--- config.mk ---
export PLATFORM = sky130hd
export DESIGN_NAME = pipe_stage_reg
export DESIGN_NICKNAME = d
export VERILOG_FILES = /design/src/rtl/pipe_pkg.sv /design/src/rtl/pipe_sat_counter.sv /design/src/rtl/pipe_stage_reg.sv
export SDC_FILE = /design/constraint.sdc
export NUM_CORES = 1
export LEC_CHECK = 0
export BUFFER_PORTS_ARGS = -buffer_cell sky130_fd_sc_hd__buf_4
export CORE_MARGIN = 2
export CORE_UTILIZATION = 54
export CTS_CLUSTER_DIAMETER = 60
export DETAILED_ROUTE_END_ITERATION = 10
export PLACE_DENSITY = 0.85
export SETUP_SLACK_MARGIN = 0.05
export SYNTH_ARGS = -nofsm -noshare
export SYNTH_HDL_FRONTEND = slang
export SYNTH_SLANG_ARGS = --single-unit
--- constraint.sdc ---
create_clock -name clk -period 9.2 [get_ports clk]
set_clock_uncertainty 0.15 [all_clocks]
set_input_delay 0.92 -clock clk [delete_from_list [all_inputs] [get_ports clk]]
set_output_delay 0.92 -clock clk [all_outputs]
set_load 0.01 [all_outputs]
--- src/rtl/pipe_pkg.sv ---
// pipe_pkg: shared stage state encoding, E/M payload layout and the nop bubble value
package pipe_pkg;

    typedef enum logic [1:0] {
        EMPTY = 2'd0,
        FULL  = 2'd1,
        SKID  = 2'd2
    } stage_state_e;

    localparam int CMP_W  = 1;
    localparam int PC_W   = 32;
    localparam int RT_W   = 32;
    localparam int ALU_W  = 32;
    localparam int INSTR_W = 32;

    localparam int CMP_OFS   = 0;
    localparam int PC_OFS    = CMP_OFS + CMP_W;
    localparam int RT_OFS    = PC_OFS + PC_W;
    localparam int ALU_OFS   = RT_OFS + RT_W;
    localparam int INSTR_OFS = ALU_OFS + ALU_W;

    localparam int PIPE_PAYLOAD_W = INSTR_OFS + INSTR_W;

    localparam logic [PIPE_PAYLOAD_W-1:0] NOP = '0;

endpackage

--- src/rtl/pipe_sat_counter.sv ---
// pipe_sat_counter: 32-bit counter with enable that sticks at all-ones
module pipe_sat_counter (
    input  logic        clk,
    input  logic        reset,
    input  logic        en,
    output logic [31:0] cnt
);

    logic [31:0] cnt_q;
    logic [31:0] cnt_d;

    // advance only while enabled and not already saturated
    always_comb begin
        cnt_d = (en && cnt_q != '1) ? cnt_q + 32'd1 : cnt_q;
    end

    // count register, cleared only by reset
    always_ff @(posedge clk or posedge reset) begin
        if (reset) cnt_q <= '0;
        else       cnt_q <= cnt_d;
    end

    assign cnt = cnt_q;

endmodule

--- src/rtl/pipe_stage_reg.sv ---
// pipe_stage_reg: valid/ready pipeline register with skid entry and flush; stall/flush counters under PIPE_STAGE_STATS_EN
module pipe_stage_reg
    import pipe_pkg::*;
#(
    parameter int                   PAYLOAD_W  = PIPE_PAYLOAD_W,
    parameter logic [PAYLOAD_W-1:0] BUBBLE_VAL = PAYLOAD_W'(NOP)
) (
    input  logic                 clk,
    input  logic                 reset,
    input  logic                 in_valid,
    output logic                 in_ready,
    input  logic [PAYLOAD_W-1:0] in_payload,
    output logic                 out_valid,
    input  logic                 out_ready,
    output logic [PAYLOAD_W-1:0] out_payload,
    input  logic                 flush,
    output logic [31:0]          stat_stall_cnt,
    output logic [31:0]          stat_flush_cnt
);

    stage_state_e         state_q, state_d;
    logic [PAYLOAD_W-1:0] main_q, main_d;
    logic [PAYLOAD_W-1:0] skid_q, skid_d;
    logic                 in_ready_q, in_ready_d;
    logic                 out_valid_q, out_valid_d;
    logic                 accept;
    logic                 emit;

    assign accept = in_valid & in_ready_q;
    assign emit   = out_valid_q & out_ready;

    // next-state and storage update; flush overrides every handshake outcome
    always_comb begin
        state_d = state_q;
        main_d  = main_q;
        skid_d  = skid_q;
        if (flush) begin
            state_d = EMPTY;
            main_d  = BUBBLE_VAL;
            skid_d  = BUBBLE_VAL;
        end else begin
            unique case (state_q)
                EMPTY: if (accept) begin
                    state_d = FULL;
                    main_d  = in_payload;
                end
                FULL: if (accept && emit) begin
                    main_d = in_payload;
                end else if (accept) begin
                    state_d = SKID;
                    skid_d  = in_payload;
                end else if (emit) begin
                    state_d = EMPTY;
                end
                SKID: if (emit) begin
                    state_d = FULL;
                    main_d  = skid_q;
                    skid_d  = BUBBLE_VAL;
                end
                default: state_d = EMPTY;
            endcase
        end
        in_ready_d  = state_d != SKID;
        out_valid_d = state_d != EMPTY;
    end

    // handshake outputs are decoded from the next state so they leave flops directly
    always_ff @(posedge clk or posedge reset) begin
        if (reset) begin
            state_q     <= EMPTY;
            main_q      <= BUBBLE_VAL;
            skid_q      <= BUBBLE_VAL;
            in_ready_q  <= 1'b1;
            out_valid_q <= 1'b0;
        end else begin
            state_q     <= state_d;
            main_q      <= main_d;
            skid_q      <= skid_d;
            in_ready_q  <= in_ready_d;
            out_valid_q <= out_valid_d;
        end
    end

    assign in_ready    = in_ready_q;
    assign out_valid   = out_valid_q;
    assign out_payload = out_valid_q ? main_q : BUBBLE_VAL;

`ifdef PIPE_STAGE_STATS_EN
    logic stall_en;
    logic flush_en;

    assign stall_en = out_valid_q & ~out_ready;
    assign flush_en = flush & (state_q != EMPTY);

    pipe_sat_counter u_stall_cnt (
        .clk   (clk),
        .reset (reset),
        .en    (stall_en),
        .cnt   (stat_stall_cnt)
    );

    pipe_sat_counter u_flush_cnt (
        .clk   (clk),
        .reset (reset),
        .en    (flush_en),
        .cnt   (stat_flush_cnt)
    );
`else
    assign stat_stall_cnt = '0;
    assign stat_flush_cnt = '0;
`endif

endmodule

After elaboration in Yosys (flattened, before gate mapping)
Index checks and enable logic that the tools add are counted.

Output and inout port bits: 195. Bits of input ports: 134. Register bits after elaboration: 262. Logic and storage cells: 39.

Equal/unequal tests: 8. Bitwise operators: 2. Reductions and logical operators: 7. Muxes and demuxes: 17.

Operator list (number): $mux 129 (8); $pmux 129 s3 (1); $pmux 129 s2 (1); $ne 3x3->1 const B (5); $mux 2 (6); $reduce_and 4->1 (2); $pmux 2 s3 (1); $reduce_bool 4->1 (1); $reduce_bool 3->1 (1); $and 1x1->1 (2); $eq 2x1->1 const B (1); $eq 2x2->1 const B (1); $logic_not 2->1 (1); $ne 2x2->1 const B (1); $reduce_bool 2->1 (1); $logic_and 1x1->1 (1).

Longest topological paths before layout
Gate-level depths: netlist of run 1.

Depth in word-level cells: 7. Mapped depth: 6. Depth with buffers taken out: 3.

Worst setup path after synthesis of run 1
Ideal clock, no wire load.

Kind: register to output. Start: reg out_valid_q, in the netlist out_valid. End: out out_payload[117]. Path buffers: 3. Stages on the path, launching flop included: 5. Arrival: 1.233 ns. Setup slack: 6.897 ns. Data required time: 8.130 ns. Path through: dfrtp_1 -> buf_2 -> clkbuf_1 -> clkbuf_1 -> and2_1.

Longest elaborated chain between the ends: 1.

RTL lines: start: declaration (RTL line pipe_stage_reg.sv:25) `logic out_valid_q, out_valid_d;`; start signal: assignment (RTL line pipe_stage_reg.sv:80) `out_valid_q <= out_valid_d;`; $mux 129 (RTL line pipe_stage_reg.sv:86) `assign out_payload = out_valid_q ? main_q : BUBBLE_VAL;`; end: declaration (RTL line pipe_stage_reg.sv:15) `output logic [PAYLOAD_W-1:0] out_payload,`.

No other way between the ends.

Worst setup path after layout of run 1
Start: reg out_valid_q, in the netlist out_valid. End: reg skid_q[95].

Longest elaborated chain between the ends: 4. Elaborated cells on any way between the ends: 5. Those cells by class: 2 x eq/ne; 1 x bitwise; 2 x reduce/logical.

RTL lines: $and 1x1->1 (*) (RTL line pipe_stage_reg.sv:30) `assign emit = out_valid_q & out_ready;`; $logic_and 1x1->1 (RTL line pipe_stage_reg.sv:47) `FULL: if (accept && emit) begin`; $ne 3x3->1 (no source line); $reduce_and 4->1 (no source line) (*); end signal: assignment (RTL line pipe_stage_reg.sv:78) `skid_q <= skid_d;`; end: declaration (RTL line pipe_stage_reg.sv:23) `logic [PAYLOAD_W-1:0] skid_q, skid_d;`.

Mark *: on every way between the ends. The rest lies on a longest branch, timed or not. A chain may end at the register's enable or synchronous reset.

==> reports/metrics.yaml, run 1 <==
drc: 0
wl_um: 36000
power.total_mw: 2.92
ys_async_sr_fraction_pct: 100
synth_top_cell_by_area: "dfrtp_1"
syn_avg_cell_area_um2: 11.7
period_needed_ns: 3.64
cp.required_ns: 9.50
cp-end-kind: "register"
num_rows: 57
cts_sinks: 262
insertion_delay_ns: 0.54
seq_area_frac_synth_pct: 48.6
drt_iter0_drc: 1103
timing.final.ws_setup_ns: 5.56
die_area_um2: 26300
hold_ws_ns: 0.340
vias_per_cell: 6.53
clk_pin_slew_ns: 0.06
min_delay_worst_endpoint: "skid_q[14]$_DFFE_PP0P_"
gp_congestion: 0.795
rsz0062_at_grt: "false"
crit_chain: "a21bo_2 > nor2_4 > buf_4 > a32o_1"
syn_area_um2: 13500
nets: 1439
hold_viol_final: 0
syn_inst: 1153
grt_max_degree: 147
leakagePower_nw: 7.24
cp-start-kind: "register"
reg2reg_to: "skid_q[95]$_DFFE_PP0P_"
p_int_mw: 2.09
coreArea_um2: 24400
worstHoldStart: "skid_q[14]$_DFFE_PP0P_"
cts_hold_buf: 0
clock-root-buffer: "clkbuf_16"
ys_seq_elements: 262
synthFlopType: "dfrtp_1"
slew_violations: 0
clk_path_buf_depth: 3
ir_drop_mv: 0.122
ant_nets: 0
grt_pass1_wl_um: 57100
switching_share_pct: 28.4
ctsHtreeMaxLevel: 1
multi_input_area_um2: 5940
cts_resized: 0
min_period_over_period_pct: 39.6
min_path_type: "reg -> reg"
syn_to_final_growth_pct: 18.0
first_pass_iters: 6
cts_tree: "done"
fin_cells: 1648
yosys-top-cells-area: "dfrtp_1 48%, a32o_1 9.6%, mux2i_1 9.6%"
cts-buffers-inserted: 27
seq_area_um2: 6560
setup_tns_ns: 0
slew_headroom_pct: 17.9
crit_path_top_delay_cell: "buf_4"
post_cts_buffers: 0
ys_types: 32
diodes: 0
worst_slew_pin_slew_ns: 1.23
synth_edf_count: 0
worst-setup-path-type: "reg -> reg"
die_h_um: 162
status: "finished, final reports clean"
wl_per_cell_um: 21.9
drive_above_1_share_pct: 25.2
worstRegToRegCells: 4
port_buffers: 264
vias: 10757
overflow: 0
start_util_pct: 55.3
place_ws_ns: 5.54
grt_antenna_before_repair: 0
switching_power_mw: 0.828
reg2reg_slack_ns: 5.56
hold_path_depth: 1
critical_path_arrival_ns: 3.95
p_per_area_nw_per_um2: 184
r2r-start: "out_valid$_DFF_PP0_"
synth_top_area_share_pct: 48.4
synth_warnings: 0
worstPathMaxFanout: 137
fillers: 1875
p_seq_share_pct: 45.1
setup_viol: 0
dpl.cell_count: 1600
p_comb_share_pct: 17.3
die_x_um: 162
pwr-share-clk_pct: 37.6
num_io_pins: 329
grtUsageTotal_pct: 26.5
grt_pass1_vias: 10355
cap_violations: 0
max_freq_mhz: 275
hpwlAfterDp_um: 20400
slowest_delay_ns: 0.91
## cell usage after synthesis (2+ instances only)
cell type and number:
o31ai_1 129, nand3b_1 2, nand2_1 3, dfrtp_1 261, buf_6 11, mux2i_1 129
buf_4 84, a32o_1 129, buf_2 28, a211oi_2 2, o2111ai_1 129, clkbuf_1 98
and2_1 129
## worst max path at each step
stage	start	endpoint	slack (ns)
floorplan	reset	main_q[0]$_DFFE_PP0P_	0.92
global placement	flush	main_q[81]$_DFFE_PP0P_	5.58
detailed placement	flush	main_q[95]$_DFFE_PP0P_	5.54
CTS	out_valid$_DFF_PP0_	skid_q[95]$_DFFE_PP0P_	5.57
global route	out_valid$_DFF_PP0_	skid_q[95]$_DFFE_PP0P_	5.36
finish	out_valid$_DFF_PP0_	skid_q[95]$_DFFE_PP0P_	5.56
## stage by stage
stage,instance area (um^2),util [%]
after CTS,15900,65.2
after floorplan,13700,-
final,15900,65.2
after global routing,15900,65.2
after global placement,15000,61.6
after detailed placement,15000,61.6
## cells by family (layout without fill, tap and decap cells)
| kind of cell | count (synthesis) | after routing | synth area share [%] |
|---|---|---|---|
| compound gates | 396 | 396 | 25.7 |
| flops | 262 | 262 | 48.6 |
| buf+inv | 223 | 331 | 9.42 |
| simple gates | 142 | 142 | 6.61 |
| other cells | 1 | 64 | 0.0278 |
| mux | 129 | 129 | 9.57 |
## registers in the layout, indices dropped and copies added, names as in the netlist
name / count
skid_q: 129
out_valid: 1
in_ready: 1
main_q: 129
state_q: 2
## power groups by stage
stage / clock (mW) / combinational (mW) / sequential [mW]
detailed placement: 0 / 0.504 / 1.34
global route: 1.16 / 0.546 / 1.33
floorplan: 0 / 0.368 / 1.30
CTS: 1.11 / 0.504 / 1.32
global placement: 0 / 0.493 / 1.33
finish: 1.10 / 0.505 / 1.32
## layout by cell type, fill, tap and decap left out, drive strengths merged, types with 2 or more instances in the layout
cell type / n
clkbuf: 40
conb: 64
nand2: 3
a32o: 129
clkinv: 5
bufinv: 2
and2: 129
buf: 281
mux2i: 129
nand3b: 2
o31ai: 129
dfrtp: 261
o2111ai: 129
a211oi: 2
inv: 3
## critical path: cells and delay by family (launching register included)
| family | cells | cell delay (ns) |
|---|---|---|
| buf+inv | 1 | 0.91 |
| compound gates | 2 | 0.73 |
| flops | 1 | 0.87 |
| simple gates | 1 | 0.79 |
## final cells by class
type | count | area share [%]
tap | 324 | 2.55
inverter | 2 | 0.142
clock inverter | 8 | 0.590
sequential | 262 | 41.2
timing repair buffer | 281 | 13.3
multi-input combinational | 731 | 37.3
clock buffer | 40 | 4.93
## layer usage
metal / track usage, % / wire (um) / up-vias / share of wire [%]
li1: - / - / 4724 / -
met1: 37.9 / 14800 / 5420 / 41
met2: 42.4 / 17600 / 537 / 49
met3: 3.63 / 2550 / 76 / 7.1
met4: 8.53 / 1120 / 0 / 3.1
met5: 0 / 0 / - / 0
Note: power is estimated with default switching activity, not from simulation.
==> run 2, diff against run 1 <==
- CORE_UTILIZATION: 54 -> 49
- PLACE_DENSITY: 0.85 -> 0.81
- clock period: 9.2 -> 3.3 ns (I/O delays scaled with it)
==> run 2 against run 1 <==
Net effect:
- count of clock-buffer cells in the layout grew 6
- routed wire length grew 11%
- register-to-register slack lost 4.7 ns
- setup slack lost 5.2 ns
- core utilization shrank 0.33 points
- worst hold slack lost 0.27 ns
- final area grew 10%
- largest power group unchanged
- highest routed layer unchanged
==> reports/metrics.yaml, run 2 (synthesized netlist as in run 1, its figures left out) <==
status: "finished, final reports clean"
insertion_delay_ns: 0.54
num_io_pins: 329
met1Wirelength_um: 15900
cts_sinks: 262
layout_common_cells: "278 x buf_4, 260 x dfrtp_1, 131 x dlygate4sd3_1"
period_needed_ns: 2.93
reg2reg_to: "main_q[14]$_DFFE_PP0P_"
hold_path_depth: 3
ir_drop_mv: 0.399
reg2reg_slack_ns: 0.85
nets: 1582
start_util_pct: 49.9
vias_per_cell: 6.41
hpwlAfterDp_um: 21500
clock-root-buffer: "clkbuf_16"
power.total_mw: 8.42
die_area_um2: 28900
slew_violations: 0
die_x_um: 170
postPlaceCellArea_um2: 15300
overflow: 0
ant_nets: 0
worst-setup-path-type: "reg -> out"
worstRegToRegCells: 4
min_path_type: "in -> reg"
setup_viol: 0
top_regs: "main_q: 129 flops, skid_q: 129 flops, state_q: 2 flops"
grt_antenna_before_repair: 1
die_h_um: 170
route.met2.wl_um: 19600
r2r-start: "out_valid$_DFF_PP0_"
clk_path_buf_depth: 3
vias: 11603
leakagePower_nw: 7.91
slew_headroom_pct: 49.0
min_period_over_period_pct: 88.9
cp.required_ns: 2.82
drive_above_1_share_pct: 23.4
worstHoldStart: "in_valid"
slowest_delay_ns: 0.75
syn_to_final_growth_pct: 30.1
hold_viol_final: 0
crit_path_top_delay_cell: "dfrtp_4"
worstPathMaxFanout: 83
drt_iter0_drc: 1186
crit_top_cell: "buf_4"
grt_max_degree: 130
final_common_cell: "buf_4"
post_cts_buffers: 0
setup_tns_ns: 0
port_buffers: 264
final_area_um2: 17500
gp_congestion: 0.779
timing.final.ws_setup_ns: 0.368
place_ws_ns: 0.889
crit_path_end: "out_payload[99]"
grtUsageTotal_pct: 26.9
grt_pass1_vias: 11520
first_pass_iters: 5
startpoint: "out_valid$_DFF_PP0_"
dr_wl_met3_um: 2610
num_rows: 60
rsz0062_at_grt: "false"
grt_pass1_wl_um: 63100
worst_slew_pin_slew_ns: 0.765
cap_violations: 0
coreArea_um2: 27000
cts_tree: "done"
wl_um: 39800
p_per_area_nw_per_um2: 480
drc: 0
crit_chain: "buf_4 > and2_1 > buf_4"
wl_per_cell_um: 22.0
ctsHtreeMaxLevel: 1
clk_pin_slew_ns: 0.06
cp-end-kind: "output pin"
postLayoutCoreUtil_pct: 64.9
cts-buffers-inserted: 28
cp-start-kind: "register"
max_freq_mhz: 341
critical_path_arrival_ns: 2.45
dr.max_layer_used: "met4"
run 2: cell types whose count changed in the layout (fill, tap and decap cells not counted), sizes merged:
cell         before  now
buf             281  292
bufinv            2    1
clkbuf           40   46
clkinv            5    3
clkinvlp          0    1
diode             0    1
dlygate4sd3       0  131
inv               3    1
run 2: power breakdown:
part           internal (mW)  switching, mW  total (mW)
combinational          0.701          0.943        1.64
sequential              3.48          0.161        3.64
clock                   1.86           1.28        3.14
total                   6.04           2.38        8.42
run 2: per-layer routing:
metal	track usage [%]	vias to the layer above
met5	0	-
met4	10.6	0
met3	3.28	126
met2	45.1	614
met1	35.9	5839
li1	-	5024
run 2: worst max-delay path: cells and delay by family (launching register included):
kind	cells	cell delay (ns)
simple gates	1	0.28
buf+inv	2	0.82
flops	1	0.75
run 2: worst min path at each step:
stage | slack [ns] | to
CTS | 0.04 | state_q[0]$_DFF_PP0_
global placement | 0.20 | skid_q[118]$_DFFE_PP0P_
detailed placement | 0.20 | skid_q[118]$_DFFE_PP0P_
finish | 0.07 | state_q[0]$_DFF_PP0_
floorplan | 0.29 | state_q[1]$_DFF_PP0_
global route | 0.11 | state_q[0]$_DFF_PP0_
run 2: layout make-up:
type | count | area (um^2)
Antenna cell | 1 | 2.50
Fill cell | 1939 | 9480
Tap cell | 341 | 427
Inverter | 2 | 18.8
Clock buffer | 46 | 870
Clock inverter | 4 | 48.8
Multi-Input combinational cell | 731 | 5940
Sequential cell | 262 | 6560
Timing Repair Buffer | 423 | 3680
run 2: metrics by stage:
step / instances / hold slack (ns)
global route: 1810 / 0.106
CTS: 1809 / 0.0416
global placement: 1628 / 0.197
finish: 1810 / 0.0702
detailed placement: 1628 / 0.197
floorplan: 1216 / 0.291
run 2: what timing repair did:
| action | 4_1_cts | 5_1_grt |
|---|---|---|
| resized for setup | 0 | 0 |
| setup endpoints to repair | 0 | 0 |
| hold buffers | 131 | 0 |
| endpoints found under the hold margin | 297 | 0 |
==> run 3, diff against run 2 <==
- CELL_PAD_IN_SITES_DETAIL_PLACEMENT: default -> 0
- CELL_PAD_IN_SITES_GLOBAL_PLACEMENT: default -> 1
- CORE_UTILIZATION: 49 -> 38
- PLACE_DENSITY: 0.81 -> 0.8
==> run 3 against run 2 <==
Net effect:
- flip-flop and latch count unchanged
- sequential power about the same
- core utilization fell by 14 points
- global-route usage shrank 5.5 points
- first-iteration DRC count is 31% lower
- critical path depth unchanged
- via count fell by 2.9%
- largest cell class unchanged
- highest routed layer unchanged
==> reports/metrics.yaml, run 3 (synthesized netlist as in run 1, its figures left out) <==
status: "finished, final reports clean"
syn_to_final_growth_pct: 32.2
num_rows: 68
clock-root-buffer: "clkbuf_16"
first_pass_iters: 5
worstRegToRegCells: 4
num_io_pins: 329
rsz0062_at_grt: "false"
grt_pass1_wl_um: 63500
die_x_um: 192
ant_nets: 0
worst_slew_pin_slew_ns: 1.00
cts-buffers-inserted: 31
leakagePower_nw: 7.98
start_util_pct: 38.9
clk_pin_slew_ns: 0.06
diodes: 0
postPlaceCellArea_um2: 15500
hold_path_depth: 3
grt_antenna_before_repair: 0
setup_viol: 0
die_area_um2: 37000
min_path_type: "in -> reg"
hpwlAfterDp_um: 22300
place_ws_ns: 0.821
grt_max_degree: 130
vias: 11271
nets: 1585
hold_viol_final: 0
slew_violations: 0
slew_headroom_pct: 33.1
insertion_delay_ns: 0.55
min_period_over_period_pct: 89.1
cp-end-kind: "output pin"
critical_path_arrival_ns: 2.46
final_common_cell: "buf_4"
worstPathMaxFanout: 74
wl_per_cell_um: 20.9
die_h_um: 192
vias_per_cell: 5.84
ir_drop_mv: 0.382
post_cts_buffers: 0
p_per_area_nw_per_um2: 491
cp-start-kind: "register"
clk_path_buf_depth: 3
cp.required_ns: 2.82
gp_congestion: 0.766
timing.final.ws_setup_ns: 0.360
drt_iter0_drc: 820
drive_above_1_share_pct: 24.0
max_freq_mhz: 340
ctsHtreeMaxLevel: 1
coreArea_um2: 34700
overflow: 0
cts_tree: "done"
drc: 0
postLayoutCoreUtil_pct: 51.4
port_buffers: 264
wl_um: 40300
period_needed_ns: 2.94
grt_pass1_vias: 11181
final_area_um2: 17800
cap_violations: 0
worst-setup-path-type: "reg -> out"
top_regs: "main_q: 129 flops, skid_q: 129 flops, state_q: 2 flops"
layout_common_cells: "275 x buf_4, 260 x dfrtp_1, 132 x dlygate4sd3_1"
grtUsageTotal_pct: 21.4
cts_sinks: 262
-- run 3: cell count changes in the layout (fill, tap and decap cells not counted), sizes merged, moves of 2 or more --
| cell | previous run | this run |
|---|---|---|
| clkinv | 3 | 9 |
| bufinv | 1 | 3 |
| inv | 1 | 4 |
| clkbuf | 46 | 40 |
-- run 3: layout make-up --
| class | count | area, um^2 |
|---|---|---|
| inverter | 2 | 18.8 |
| timing repair buffer | 423 | 3710 |
| fill | 3041 | 16900 |
| clock inverter | 16 | 180 |
| tap | 455 | 569 |
| clock buffer | 40 | 860 |
| sequential | 262 | 6560 |
| multi-input combinational | 731 | 5940 |
-- run 3: metrics by stage --
stage | total power [mW] | hold WS (ns) | cells | TNS (ns)
floorplan | 4.66 | 0.291 | 1216 | -165.66
global placement | 5.19 | 0.322 | 1741 | 0
detailed placement | 5.22 | 0.330 | 1741 | 0
CTS | 8.85 | 0.0186 | 1929 | 0
global route | 9.15 | 0.0405 | 1929 | 0
finish | 8.75 | 0.0534 | 1929 | 0
-- run 3: routing by layer --
metal,global-route usage [%],wire (um),vias to the layer above
li1,-,-,5032
met4,6.49,1210,0
met2,36.2,19800,429
met1,28.6,17100,5728
met5,0,0,-
met3,2.75,2240,82
-- run 3: where the power goes --
group | switching [mW] | total [mW] | internal (mW)
registers | 0.167 | 3.65 | 3.48
clock network | 1.39 | 3.46 | 2.07
logic | 0.931 | 1.64 | 0.706
total | 2.49 | 8.75 | 6.26
-- run 3: what timing repair did --
item / 4_1_cts / 5_1_grt
gates resized for setup: 0 / 0
setup endpoints to repair: 0 / 0
hold endpoints to repair: 277 / 0
hold buffers: 132 / 0
-- run 3: worst max-delay path, stage by stage (launching register included) --
cell and delay, ns:
dfrtp_4 0.80, buf_4 0.69, and2_1 0.27, buf_4 0.14
-- run 3: worst paths after layout --
| check | from | endpoint | slack [ns] |
|---|---|---|---|
| min reg2reg | skid_q[32]$_DFFE_PP0P_ | skid_q[32]$_DFFE_PP0P_ | 0.34 |
| max reg2reg | out_valid$_DFF_PP0_ | skid_q[19]$_DFFE_PP0P_ | 0.85 |
| min | in_valid | state_q[0]$_DFF_PP0_ | 0.05 |
| max | out_valid$_DFF_PP0_ | out_payload[117] | 0.36 |
| max in group asynchronous | reset | skid_q[68]$_DFFE_PP0P_ | 1.77 |
| min in group asynchronous | reset | main_q[5]$_DFFE_PP0P_ | 0.29 |
